--- src/rtl/mxrv_if_prefetch_if.sv ---
// Bus bundle for the instruction prefetch unit.
// ROM side: req_valid_o/req_addr_o/req_ready_i request handshake and
//           rsp_valid_i/rsp_data_i in-order responses.
// Decode side: inst_valid_o/inst_o/inst_addr_o/inst_ready_i FIFO head.
// master: the prefetch unit; slave: the ROM + decode environment.
interface mxrv_if_prefetch_if #(
  parameter int unsigned ADDR_W = 32,
  parameter int unsigned DATA_W = 32
);
  logic              req_valid_o;
  logic [ADDR_W-1:0] req_addr_o;
  logic              req_ready_i;
  logic              rsp_valid_i;
  logic [DATA_W-1:0] rsp_data_i;
  logic              inst_valid_o;
  logic [DATA_W-1:0] inst_o;
  logic [ADDR_W-1:0] inst_addr_o;
  logic              inst_ready_i;

  modport master (
    output req_valid_o, req_addr_o, inst_valid_o, inst_o, inst_addr_o,
    input  req_ready_i, rsp_valid_i, rsp_data_i, inst_ready_i
  );

  modport slave (
    input  req_valid_o, req_addr_o, inst_valid_o, inst_o, inst_addr_o,
    output req_ready_i, rsp_valid_i, rsp_data_i, inst_ready_i
  );
endinterface

--- src/rtl/mxrv_if_prefetch.sv ---
// Instruction prefetch unit: keeps up to MAX_OUTST ROM reads in flight and
// buffers returned words with their addresses in a DEPTH-entry FIFO.
// Ports:
//   clk, rst_n          clock, synchronous active-low reset
//   jump_flag_i/addr_i  fetch redirect (highest priority)
//   hold_flag_i         stall issue and output
//   bus (master)        ROM request/response and decode-side FIFO head
//   fifo_count_o        FIFO occupancy
module mxrv_if_prefetch #(
  parameter int unsigned       ADDR_W    = 32,
  parameter int unsigned       DATA_W    = 32,
  parameter int unsigned       DEPTH     = 4,
  parameter int unsigned       MAX_OUTST = 2,
  parameter logic [ADDR_W-1:0] RESET_PC  = '0
) (
  input  logic                     clk,
  input  logic                     rst_n,
  input  logic                     jump_flag_i,
  input  logic [ADDR_W-1:0]        jump_addr_i,
  input  logic                     hold_flag_i,
  mxrv_if_prefetch_if.master       bus,
  output logic [$clog2(DEPTH):0]   fifo_count_o
);

  localparam int unsigned PTR_W = $clog2(DEPTH);
  localparam int unsigned CNT_W = PTR_W + 1;
  localparam int unsigned OUT_W = $clog2(MAX_OUTST + 1);
  localparam int unsigned AQ_W  = (MAX_OUTST > 1) ? $clog2(MAX_OUTST) : 1;

  typedef enum logic [1:0] {S_IDLE, S_FETCH, S_DRAIN} state_t;

  state_t            state, state_next;
  logic [ADDR_W-1:0] fetch_pc;
  logic [OUT_W-1:0]  outstanding, out_next;
  logic [OUT_W-1:0]  drop_cnt, drop_next;

  logic [DATA_W-1:0] fifo_data [DEPTH];
  logic [ADDR_W-1:0] fifo_addr [DEPTH];
  logic [PTR_W-1:0]  wr_ptr, rd_ptr;
  logic [CNT_W-1:0]  count;

  logic [ADDR_W-1:0] aq [MAX_OUTST];
  logic [AQ_W-1:0]   aq_wr, aq_rd;

  logic jump_act, req_fire, push, pop, has_credit;

  function automatic logic [AQ_W-1:0] aq_inc(input logic [AQ_W-1:0] p);
    return (32'(p) == MAX_OUTST - 1) ? '0 : p + AQ_W'(1);
  endfunction

  assign jump_act   = jump_flag_i && (state != S_IDLE);
  assign has_credit = (32'(outstanding) < MAX_OUTST) &&
                      (32'(count) + 32'(outstanding) < DEPTH);

  assign bus.req_valid_o  = (state == S_FETCH) && !hold_flag_i && !jump_flag_i && has_credit;
  assign bus.req_addr_o   = fetch_pc;
  assign req_fire         = bus.req_valid_o && bus.req_ready_i;

  assign bus.inst_valid_o = (count != '0) && !hold_flag_i && !jump_flag_i;
  assign bus.inst_o       = (count != '0) ? fifo_data[rd_ptr] : '0;
  assign bus.inst_addr_o  = (count != '0) ? fifo_addr[rd_ptr] : '0;
  assign fifo_count_o     = count;

  // A response is stale if a drain is pending or a jump lands in the same cycle.
  assign push = bus.rsp_valid_i && (drop_cnt == '0) && !jump_act;
  assign pop  = bus.inst_valid_o && bus.inst_ready_i;

  always_comb begin
    out_next  = outstanding + OUT_W'(req_fire) - OUT_W'(bus.rsp_valid_i);
    drop_next = drop_cnt;
    if (jump_act)
      drop_next = out_next;
    else if (bus.rsp_valid_i && (drop_cnt != '0))
      drop_next = drop_cnt - OUT_W'(1);
  end

  // drop_cnt is always zero in FETCH unless a jump just loaded it, so the
  // FETCH/DRAIN choice reduces to whether stale responses remain.
  always_comb begin
    state_next = state;
    case (state)
      S_IDLE:  state_next = S_FETCH;
      S_FETCH,
      S_DRAIN: state_next = (drop_next != '0) ? S_DRAIN : S_FETCH;
      default: state_next = S_IDLE;
    endcase
  end

  always_ff @(posedge clk) begin
    if (!rst_n) begin
      state       <= S_IDLE;
      fetch_pc    <= RESET_PC;
      outstanding <= '0;
      drop_cnt    <= '0;
      wr_ptr      <= '0;
      rd_ptr      <= '0;
      count       <= '0;
      aq_wr       <= '0;
      aq_rd       <= '0;
    end else begin
      state       <= state_next;
      outstanding <= out_next;
      drop_cnt    <= drop_next;
      if (jump_act)
        fetch_pc <= jump_addr_i & ~ADDR_W'(3);
      else if (req_fire)
        fetch_pc <= fetch_pc + ADDR_W'(4);
      if (req_fire)
        aq_wr <= aq_inc(aq_wr);
      if (bus.rsp_valid_i)
        aq_rd <= aq_inc(aq_rd);
      if (jump_act) begin
        wr_ptr <= '0;
        rd_ptr <= '0;
        count  <= '0;
      end else begin
        if (push) wr_ptr <= wr_ptr + PTR_W'(1);
        if (pop)  rd_ptr <= rd_ptr + PTR_W'(1);
        count <= count + CNT_W'(push) - CNT_W'(pop);
      end
    end
  end

  always_ff @(posedge clk) begin
    if (req_fire)
      aq[aq_wr] <= fetch_pc;
    if (push) begin
      fifo_data[wr_ptr] <= bus.rsp_data_i;
      fifo_addr[wr_ptr] <= aq[aq_rd];
    end
  end

endmodule

--- src/flat_wrapper.sv ---
// flat-port wrapper written by rule: the top's interface ports become plain ports
module mxrv_if_prefetch_flat 
#(
  parameter int unsigned       ADDR_W    = 32,
  parameter int unsigned       DATA_W    = 32,
  parameter int unsigned       DEPTH     = 4,
  parameter int unsigned       MAX_OUTST = 2,
  parameter logic [ADDR_W-1:0] RESET_PC  = '0
)
  (clk, rst_n, jump_flag_i, jump_addr_i, hold_flag_i, fifo_count_o, bus_req_valid_o, bus_req_addr_o, bus_inst_valid_o, bus_inst_o, bus_inst_addr_o, bus_req_ready_i, bus_rsp_valid_i, bus_rsp_data_i, bus_inst_ready_i);
  mxrv_if_prefetch_if #(.ADDR_W(ADDR_W), .DATA_W(DATA_W)) bus_i ();
  input  logic clk;
  input  logic rst_n;
  input  logic jump_flag_i;
  input  logic [ADDR_W-1:0] jump_addr_i;
  input  logic hold_flag_i;
  output logic [$clog2(DEPTH):0] fifo_count_o;
  output wire logic [$bits(bus_i.req_valid_o)-1:0] bus_req_valid_o;
  output wire logic [$bits(bus_i.req_addr_o)-1:0] bus_req_addr_o;
  output wire logic [$bits(bus_i.inst_valid_o)-1:0] bus_inst_valid_o;
  output wire logic [$bits(bus_i.inst_o)-1:0] bus_inst_o;
  output wire logic [$bits(bus_i.inst_addr_o)-1:0] bus_inst_addr_o;
  input wire logic [$bits(bus_i.req_ready_i)-1:0] bus_req_ready_i;
  input wire logic [$bits(bus_i.rsp_valid_i)-1:0] bus_rsp_valid_i;
  input wire logic [$bits(bus_i.rsp_data_i)-1:0] bus_rsp_data_i;
  input wire logic [$bits(bus_i.inst_ready_i)-1:0] bus_inst_ready_i;
  assign bus_req_valid_o = bus_i.req_valid_o;
  assign bus_req_addr_o = bus_i.req_addr_o;
  assign bus_inst_valid_o = bus_i.inst_valid_o;
  assign bus_inst_o = bus_i.inst_o;
  assign bus_inst_addr_o = bus_i.inst_addr_o;
  assign bus_i.req_ready_i = bus_req_ready_i;
  assign bus_i.rsp_valid_i = bus_rsp_valid_i;
  assign bus_i.rsp_data_i = bus_rsp_data_i;
  assign bus_i.inst_ready_i = bus_inst_ready_i;
  mxrv_if_prefetch #(.ADDR_W(ADDR_W), .DATA_W(DATA_W), .DEPTH(DEPTH), .MAX_OUTST(MAX_OUTST), .RESET_PC(RESET_PC)) u_core (.clk(clk), .rst_n(rst_n), .jump_flag_i(jump_flag_i), .jump_addr_i(jump_addr_i), .hold_flag_i(hold_flag_i), .bus(bus_i), .fifo_count_o(fifo_count_o));
endmodule
--- config.mk ---
export PLATFORM = sky130hd
export DESIGN_NAME = mxrv_if_prefetch_flat
export DESIGN_NICKNAME = d
export VERILOG_FILES = /design/src/rtl/mxrv_if_prefetch_if.sv /design/src/rtl/mxrv_if_prefetch.sv /design/src/flat_wrapper.sv
export SDC_FILE = /design/constraint.sdc
export NUM_CORES = 1
export LEC_CHECK = 0
export ABC_CLOCK_PERIOD_IN_PS = 3270
export BUFFER_PORTS_ARGS = -buffer_cell sky130_fd_sc_hd__buf_2
export CORE_MARGIN = 10
export CORE_UTILIZATION = 55
export CTS_CLUSTER_DIAMETER = 120
export DETAILED_ROUTE_END_ITERATION = 10
export PLACE_DENSITY_LB_ADDON = 0.08
export SLEW_MARGIN = 20
export SYNTH_ARGS = -nofsm -noshare
export SYNTH_HDL_FRONTEND = slang
export SYNTH_SLANG_ARGS = --single-unit
--- constraint.sdc ---
create_clock -name clk -period 3.27 [get_ports clk]
set_input_delay 0.1635 -clock clk [delete_from_list [all_inputs] [get_ports clk]]
set_output_delay 0.1635 -clock clk [all_outputs]
set_load 0.03 [all_outputs]
Word level (Yosys, flattened, before mapping)
Memories as Yosys holds them, arrays and structs flattened. A register that Yosys moved wholly into a read port is not among the register bits.
Index checks and enable logic that the tools add are counted.
{ "totals": {"regBits": 47, "mem_bits_rw": 320, "output_inout_bits": 101, "memories": 3} }
{ "memory_table": {"columns": ["memory", "words", "width", "read_ports", "rd_clocked_by_memory_dff", "write_ports", "line_no", "rtl"], "rows": [
  ["u_core.fifo_addr", 4, 32, 1, 1, 1, "mxrv_if_prefetch.sv:38", "logic [ADDR_W-1:0] fifo_addr [DEPTH];"],
  ["u_core.fifo_data", 4, 32, 1, 1, 1, "mxrv_if_prefetch.sv:37", "logic [DATA_W-1:0] fifo_data [DEPTH];"],
  ["u_core.aq", 2, 32, 1, 1, 1, "mxrv_if_prefetch.sv:42", "logic [ADDR_W-1:0] aq [MAX_OUTST];"]
]} }
{ "classes": {"n_addsub": 11, "magnitude_cmp": 2, "n_eq_ne": 2, "n_mux": 20, "n_bitwise": 1, "reduce_logical": 24} }
{ "op_table": {"columns": ["cell", "count"], "rows": [
  ["$mux W32", 4],
  ["$add A32 B3 Y32 const B", 1],
  ["$lt A32 B3 Y1 const B", 1],
  ["$mux W2", 7],
  ["$logic_and A1 B1 Y1", 12],
  ["$mux W1", 8],
  ["$reduce_bool A2 Y1", 4],
  ["$add A2 B1 Y2 const B", 2],
  ["$add A3 B2 Y4", 1],
  ["$logic_not A2 Y1", 2],
  ["$pmux W2 S2", 1],
  ["$reduce_or A2 Y1", 2],
  ["$add A3 B1 Y3", 1],
  ["$logic_not A1 Y1", 3],
  ["$reduce_bool A3 Y1", 1],
  ["$sub A3 B1 Y3", 1],
  ["$add A1 B1 Y1 const B", 2],
  ["$add A2 B1 Y2", 1],
  ["$eq A2 B1 Y1 const B", 1],
  ["$eq A2 B2 Y1 const B", 1],
  ["$lt A2 B2 Y1 const B", 1],
  ["$sub A2 B1 Y2", 1],
  ["$sub A2 B1 Y2 const B", 1],
  ["$not A1 Y1", 1]
]} }

Logic depth before layout (Yosys ltp)
Gate-level depths: netlist (run 1).
{ "depth": {"word_depth": 11, "mapped_depth": 11, "depth_no_buf": 11} }

Worst setup path before layout (run 1)
OpenSTA, ideal clock, no wires.
{ "synth_timing": {"path_type": "flip-flop to flip-flop", "startpoint": "register u_core.count[1], in the netlist u_core.fifo_count_o[1]", "endpoint": "memory u_core.aq[0][10] (enable)", "setup_ps": 417, "arrival_time_ps": 2634, "required_time_ps": 2853, "slack_ps": 219, "path_stages_with_launch": 5, "n_path_buf": 0, "path_cell_list": "dfxtp_1 ha_1 nor4b_4 nand4_1 nor2_1"} }
{ "synth_via": {"elab_chain_cells": 7} }
{ "synth_rtl": {"columns": ["item", "line_no", "rtl"], "rows": [
  ["from (decl)", "mxrv_if_prefetch.sv:40", "logic [CNT_W-1:0] count;"],
  ["from (signal assigned)", "mxrv_if_prefetch.sv:119", "count <= count + CNT_W'(push) - CNT_W'(pop);"],
  ["$add A3 B2 Y4", "mxrv_if_prefetch.sv:53", "(32'(count) + 32'(outstanding) < DEPTH);"],
  ["$lt A32 B3 Y1", "mxrv_if_prefetch.sv:53", null],
  ["$logic_and A1 B1 Y1", "mxrv_if_prefetch.sv:52", "assign has_credit = (32'(outstanding) < MAX_OUTST) &&"],
  ["$logic_and A1 B1 Y1", "mxrv_if_prefetch.sv:55", "assign bus.req_valid_o = (state == S_FETCH) && !hold_flag_i && !jump_flag_i && has_credit;"],
  ["$logic_and A1 B1 Y1", "mxrv_if_prefetch.sv:57", "assign req_fire = bus.req_valid_o && bus.req_ready_i;"],
  ["$mux W1", "mxrv_if_prefetch.sv:125", "if (req_fire)"],
  ["$mux W1 (implied by the code)", "mxrv_if_prefetch.sv:126", "aq[aq_wr] <= fetch_pc;"],
  ["to (decl)", "mxrv_if_prefetch.sv:42", null]
]} }
No other way between the ends.

==> impl_results.md, run 1 <==
- Sw Ratio: about a third
- PortBufs: roughly 170
- Worst skew pair latency: 500 ps
- Complex-gate fraction of the synthesized area: about 2.4%
- Net Switching: approximately 4700 uW
- Hpwl dp: 18.8 mm
- Leak Pwr: 0.00595 uW
- Die ar.: about 0.032 mm2
- Total negative slack: 0 ps
- Xor/xnor share of the synthesized area: ~2.0%
- Antenna diodes: 0
- Clock power share: 27.8%
- Number of synthesized flops with an enable pin: 308
- Crit. End Element: output port
- Layout cell share with drive strength beyond 1: 32.6%
- Non-filler instance count after layout: 1396
- DR DRC count: 0
- Top cell type's share of synthesized area: 65.7%
- Hold Path Depth: 3
- Mapped Area: approximately 0.014 mm2
- Crit-path max FO: 23
- Via-to-Cell Ratio: 5.60
- Vias in the first global route: 8459
- Worst-Margin Slew: about 800 ps
- Fmax: between 300 and 400 MHz
- Gate power share: 28.9%
- Hold path start: bus_rsp_valid_i
- Htree depth: 2
- R2R setup slack: 780 ps
- Mux cell area share after synthesis: around 13%
- Starting Density: 55.9%
- Post-CTS sizing: 0
- Post-synth cell types: 46
- Row cnt: 58
- Placed Instances: around 1300
- Max-cap violation count: 0
- Layout area overhead: 21.7%
- Final min period: 2650 ps
- Clock skew: 10.9 ps
- CTS Buffer Depth: 3
- Flop pwr share: 43.3%
- RePlAce Congestion: slightly below 0.9
- Initial antenna violation count: 0
- Reg-to-reg critical path startpoint: u_core.state[1]$_SDFF_PN0_
- Sequential area share after synthesis: 72.5%
- Simple logic cell fraction of the synthesized area: under 10%
- Top area cells in the synthesized netlist: edfxtp_1, mux4_2, dfxtp_1, nor2b_1, mux2_2
- Fin nets: 1127
- TritonCTS Buffers: 37
- Setup CP Type: reg2out
- Most frequent cell after synthesis: edfxtp_1
- Element type at the critical path start: flip-flop
- Area of the core: 0.0252 mm2
- Fillers: 1690
- WL final: around 29 mm
- Post-synth top cells: edfxtp_1, nor2b_1, mux4_2, dfxtp_1, mux2_2
- Pwr Density: 828 mW/mm2
- RSZ-0062 raised after global routing: false
- Clk root buf: clkbuf_16
- Synth Area in Adders: 1.39%
- 1st-iter DRT viols: 461
- First-pass GRT wire length: 47.1 mm
- Cells after Synth: a little under 800
- Slew Limit Fails: 0
- R2R depth: 11
- R2R Path End: u_core.fifo_count_o[2]$_SDFF_PP0_
- Syn. warnings: 0
- Internal: ~9500 uW
- Die X: 180 um
- Hold crit path type: in2reg
- Critical path required time: 3110 ps
- Setup violations, final: 0
- Final hold viol count: 0
- Final period util: approximately four fifths
- GR Util All Layers: between 10% and 20%
- Clock transition at path regs: 60 ps
- # clock sinks: between 300 and 400
- Ys async rst share: 0%
- DRT antenna net count: 0
- Status: complete, no violations
- Die height: 180 um
- Drt pass-1 iters: 5
- Top FF cell, synth: edfxtp_1
- Largest net degree at the start of global routing: 64
- GRT overflow: 0
- Worst vdd ir: 0.00140 V
- Routed len/inst: between 20 and 25 um
- Largest family of logic cells by synthesized area: multiplexers
- Avg Cell Area, Syn: 17.8 um2
- Normalized max-slew margin: between 40% and 50%
- Data arrival time of the worst path: roughly 2500 ps
- Routed vias: 7815
- Leading area contributor after synthesis: edfxtp_1
- Top Ports: 172
- CTS tree: done
- Seq cells post-synth: ~360
==> sequential cells by signal, summed over array words and instances (netlist names), named ones only <==
| signal | count |
|---|---|
| u_core.bus.req_addr_o | 30 |
| u_core.aq_wr | 1 |
| u_core.fifo_data | 128 |
| u_core.state | 2 |
| u_core.aq_rd | 1 |
| u_core.aq | 60 |
| u_core.outstanding | 2 |
| u_core.wr_ptr | 2 |
| u_core.fifo_addr | 120 |
| u_core.fifo_count_o | 3 |
| u_core.rd_ptr | 2 |
| u_core.drop_cnt | 2 |
==> per-layer routing <==
layer	wire length [um]	up-vias	track usage [%]	share of wire [%]
met5	0	-	0	0
met1	12300	3959	23.4	42
met2	14700	232	30.1	50
met3	1820	42	4.18	6.2
li1	-	3582	-	-
met4	492	0	4.46	1.7
==> cell type report <==
| class | instances | area [um2] | area share (%) |
|---|---|---|---|
| Timing Repair Buffer | 243 | 1640 | 9.59 |
| Clock inverter | 19 | 188 | 1.09 |
| Tap cell | 330 | 413 | 2.41 |
| Clock buffer | 45 | 966 | 5.63 |
| Multi-Input combinational cell | 386 | 3650 | 21.3 |
| Inverter | 17 | 63.8 | 0.372 |
| Sequential cell | 356 | 10200 | 59.6 |
==> critical path: stages (launching register included) <==
cell,delay [ps]
dfxtp_4,660
buf_4,380
mux4_2,540
nor2b_1,170
buf_2,230
==> how the worst max path moves through the flow <==
stage / from / to / cells past startpoint / slack [ps]
final: flip-flop / bus_inst_addr_o[14] / 4 / 620
after floorplan: u_core.fifo_count_o[1]$_SDFF_PP0_ / u_core.aq[0][10]$_DFFE_PP_ / 4 / 220
after CTS: flip-flop / bus_inst_addr_o[13] / 4 / 540
after detailed placement: u_core.state[1]$_SDFF_PN0_ / u_core.fifo_count_o[2]$_SDFF_PP0_ / 11 / 790
after global routing: flip-flop / bus_inst_addr_o[14] / 4 / 430
after global placement: u_core.state[1]$_SDFF_PN0_ / u_core.fifo_data[3][25]$_DFFE_PP_ / 7 / 860
==> power groups by stage <==
| stage | clock network [uW] | logic, uW | registers [uW] |
|---|---|---|---|
| floorplan | 0 | 2610 | 6360 |
| global placement | 0 | 4060 | 6180 |
| detailed placement | 0 | 4120 | 6250 |
| CTS | 4030 | 4190 | 6160 |
| global route | 4230 | 4430 | 6230 |
| finish | 3940 | 4110 | 6150 |
==> cell usage in the layout, fill, tap and decap left out, types with 4 or more instances in the layout <==
cell and instances:
dfxtp_1 46, nand2_1 22, dlygate4sd3_1 58, and2_4 4, clkinv_2 5, clkinv_1 5, buf_2 165, buf_12 7
o21ai_0 28, nor2b_1 63, and4_1 5, nand3_1 9, clkbuf_16 37, edfxtp_1 308, nor2_1 22, a211oi_1 5
buf_4 13, mux4_2 62, ha_1 14, xnor2_1 27, nor3_1 10, inv_1 16, mux2_2 31, conb_1 4
nand4_1 9, a21oi_1 22, and2_1 6, nor4_1 9, clkbuf_1 7, xor2_1 5
==> cells by family after synthesis <==
| group | Yosys count |
|---|---|
| buffers and inverters | 54 |
| and+or+nand+nor | 177 |
| DFF | 356 |
| AOI/OAI and AO/OA | 62 |
| muxes | 96 |
| other | 1 |
| xor gates and xnor gates | 32 |
| adders and majority gates | 15 |
==> repair_timing <==
action,4_1_cts,5_1_grt
buffers inserted,0,0
hold endpoints to repair,154,0
hold buffers,58,0
setup endpoints to repair,0,0
==> through the flow <==
stage	hold WS, ps	utilization, %	power [uW]	setup WS, ps	cell area [um2]
2_1_floorplan	262	-	8970	219	14100
3_3_place_gp	375	61.2	10200	864	15400
3_5_place_dp	382	61.2	10400	786	15400
4_1_cts	2.04	68.1	14400	540	17100
5_1_grt	7.41	68.1	14900	430	17100
6_report	26.7	68.1	14200	620	17100
(Power assumes the default switching activity.)
==> inputs of run 2 (changes only) <==
--- a/config.mk
+++ b/config.mk
@@ -5,7 +5,7 @@
 export SDC_FILE = /design/constraint.sdc
 export NUM_CORES = 1
 export LEC_CHECK = 0
-export ABC_CLOCK_PERIOD_IN_PS = 3270
+export ABC_CLOCK_PERIOD_IN_PS = 2600
 export BUFFER_PORTS_ARGS = -buffer_cell sky130_fd_sc_hd__buf_2
 export CORE_MARGIN = 10
 export CORE_UTILIZATION = 55
==> constraint.sdc (replaced) <==
create_clock -name clk -period 2.6 [get_ports clk]
set_input_delay 0.13 -clock clk [delete_from_list [all_inputs] [get_ports clk]]
set_output_delay 0.13 -clock clk [all_outputs]
set_load 0.03 [all_outputs]
==> run 2 against run 1 <==
Against the previous run:
- via count about the same
- final cell count is 0.43% higher
- setup slack lost 430 ps
- critical path depth is 1 higher
- total power grew 26%
- hold slack lost 15 ps
- clock power increased by 25%
- final area rose by 0.58%
- flip-flop and latch count is the same
- sequential share of layout area decreased by 0.33 points
- global-route usage shrank 0.090 points
- largest cell class unchanged
==> impl_results.md, run 2 (same netlist as run 1, synthesis figures left out) <==
- Status: complete, no violations
- Largest net degree at the start of global routing: 64 (unchanged)
- Hold crit path type: in2reg
- Drt pass-1 iters: 4 (-1)
- Setup CP Type: reg2out
- 1st-iter DRT viols: 544 (+18%)
- Max reg flops: 128 (unchanged)
- Final period util: 92.5%
- Net Switching: 5940 uW (+25%)
- WL final: 29.3 mm (about the same)
- Setup violations, final: 0 (unchanged)
- Max-cap violation count: 0 (unchanged)
- # clock sinks: 356 (unchanged)
- Cts hold-fix bufs: 59 (+1.7%)
- Data arrival time of the worst path: 2280 ps (-210 ps)
- Sw Ratio: 33.2% (-0.15 points)
- Row cnt: 58 (unchanged)
- Layout cell share with drive strength beyond 1: 32.2% (-0.37 points)
- R2R depth: 6 (-5)
- Commonest non-fill, non-tap cell in the layout: edfxtp_1
- Die ar.: 0.0324 mm2 (unchanged)
- Post-CTS sizing: 0 (unchanged)
- Flop pwr share: 43.2% (about the same)
- Hold Path Depth: 3 (unchanged)
- Met3 WL post-DR: 1.96 mm (+7.6%)
- Worst-Margin Slew: 824 ps (+19.2 ps)
- Slew Limit Fails: 0 (unchanged)
- DRT antenna net count: 0 (unchanged)
- GRT overflow: 0 (unchanged)
- Crit. End Element: output port
- First-pass GRT wire length: 47.0 mm (-0.12%)
- Final min period: 2410 ps
- Die height: 180 um (unchanged)
- R2R Path End: u_core.bus.req_addr_o[22]$_SDFFE_PN0P_
- Area of the core: 0.0252 mm2 (unchanged)
- Total negative slack: 0 ps (unchanged)
- RePlAce Congestion: 0.849 (-4.5%)
- CTS tree: done
- Number of post-CTS setup repair buffers: 0 (unchanged)
- DR DRC count: 0 (unchanged)
- RSZ-0062 raised after global routing: false
- M1 wire length: 12.3 mm (+0.31%)
- Routed vias: 7822 (+0.090%)
- Worst vdd ir: 0.00190 V (+36%)
- Htree depth: 2 (unchanged)
- Hpwl dp: 19.1 mm (+1.8%)
- Regs by FF count: u_core.fifo_data x128, u_core.fifo_addr x120, u_core.aq x60
- Fillers: 1676 (-0.83%)
- R2R setup slack: 300 ps (-480 ps)
- Top Ports: 172 (unchanged)
- Antenna diodes: 0 (unchanged)
- Starting Density: 55.9% (unchanged)
- Top Layer Used: met4
- Hold path start: bus_rsp_valid_i
- WL met2: 14.6 mm (-0.75%)
- Reg-to-reg critical path startpoint: u_core.outstanding[1]$_SDFF_PN0_
- TritonCTS Buffers: 37 (unchanged)
- CTS Buffer Depth: 3 (unchanged)
- Initial antenna violation count: 0 (unchanged)
- Leak Pwr: 0.00599 uW (+0.58%)
- Normalized max-slew margin: 45.1% (-1.3 points)
- Placed Instances: 1279 (+0.39%)
- Layout area overhead: 22.4%
- Fin nets: 1133 (+0.53%)
- Worst skew pair latency: 500 ps (about the same)
- PortBufs: 165 (unchanged)
- Vias in the first global route: 8572 (+1.3%)
- Top reg by flops: u_core.fifo_data
- Crit-path max FO: 63 (+170%)
- Clock skew: 8.64 ps (-2.27 ps)
- Die X: 180 um (unchanged)
- Final hold viol count: 0 (unchanged)
- Clock transition at path regs: 60 ps (about the same)
- Fmax: 416 MHz
- Routed len/inst: 20.9 um (-0.33%)
- Element type at the critical path start: flip-flop
- Internal: 11900 uW (+26%)
- Most frequent cells in the layout: edfxtp_1, buf_2, nor2b_1
- Pwr Density: 1040 mW/mm2 (+25%)
- Clock power share: 27.5% (-0.3 points)
- GR Util All Layers: 17.9% (-0.090 points)
- Non-filler instance count after layout: 1402 (+0.43%)
- Via-to-Cell Ratio: 5.58 (-0.34%)
- Clk root buf: clkbuf_16
- Critical path required time: 2470 ps (-640 ps)
- Hold endpoint: u_core.aq_rd$_SDFFE_PN0P_
- Gate power share: 29.3% (+0.4 points)
==> run 2: cell count changes in the layout (fill, tap and decap cells not counted), sizes merged <==
cell | previous run | this run
clkbuf | 45 | 56
clkinv | 13 | 5
buf | 185 | 190
clkinvlp | 3 | 1
dlygate4sd3 | 58 | 59
inv | 17 | 16
==> run 2: how the worst max path moves through the flow <==
stage	from	to	slack, ps	cells past startpoint
2_1_floorplan	u_core.fifo_count_o[1]$_SDFF_PP0_	u_core.aq[0][10]$_DFFE_PP_	20	4
3_3_place_gp	u_core.fifo_count_o[1]$_SDFF_PP0_	u_core.fifo_count_o[2]$_SDFF_PP0_	410	11
3_5_place_dp	u_core.fifo_count_o[1]$_SDFF_PP0_	u_core.fifo_count_o[2]$_SDFF_PP0_	300	11
4_1_cts	u_core.fifo_count_o[1]$_SDFF_PP0_	bus_inst_addr_o[12]	180	5
5_1_grt	u_core.fifo_count_o[1]$_SDFF_PP0_	bus_inst_addr_o[16]	80	5
6_report	u_core.fifo_count_o[1]$_SDFF_PP0_	bus_inst_addr_o[16]	190	5
==> run 2: final cells by class <==
type | count | area [um2] | share of cell area, %
clock buffers | 56 | 1010 | 5.84
clock inverters | 8 | 114 | 0.660
inverters | 17 | 63.8 | 0.370
multi-input cells | 386 | 3660 | 21.2
flip-flops and latches | 356 | 10200 | 59.3
well taps | 330 | 413 | 2.39
repair buffers | 249 | 1770 | 10.2
==> run 2: routing by layer <==
metal / global-route usage, % / up-vias
met4: 3.94 / 0
met2: 30.3 / 255
met3: 4.72 / 34
met1: 22.8 / 3952
met5: 0 / -
li1: - / 3581
==> run 2: worst max-delay path: stages, from the launching register on <==
cell and delay [ps]:
dfxtp_1 310, buf_4 160, nor3_4 160, buf_4 620, nor2b_1 190, buf_2 240
==> run 2: metrics by stage <==
| step | power, uW | setup slack, ps | hold slack [ps] | util (%) | instance area, um2 |
|---|---|---|---|---|---|
| after floorplan | 11300 | 23.0 | 229 | - | 14100 |
| after global placement | 12900 | 406 | 339 | 61.7 | 15500 |
| after detailed placement | 13100 | 295 | 350 | 61.7 | 15500 |
| after CTS | 18100 | 184 | 0.880 | 68.5 | 17200 |
| after global routing | 18700 | 82.1 | 15.5 | 68.5 | 17200 |
| final | 17900 | 194 | 11.7 | 68.5 | 17200 |
==> run 2: power groups by stage <==
| stage | combinational, uW | clock [uW] | sequential [uW] |
|---|---|---|---|
| 2_1_floorplan | 3290 | 0 | 7970 |
| 3_3_place_gp | 5170 | 0 | 7750 |
| 3_5_place_dp | 5250 | 0 | 7830 |
| 4_1_cts | 5340 | 5020 | 7720 |
| 5_1_grt | 5660 | 5260 | 7810 |
| 6_report | 5250 | 4920 | 7720 |
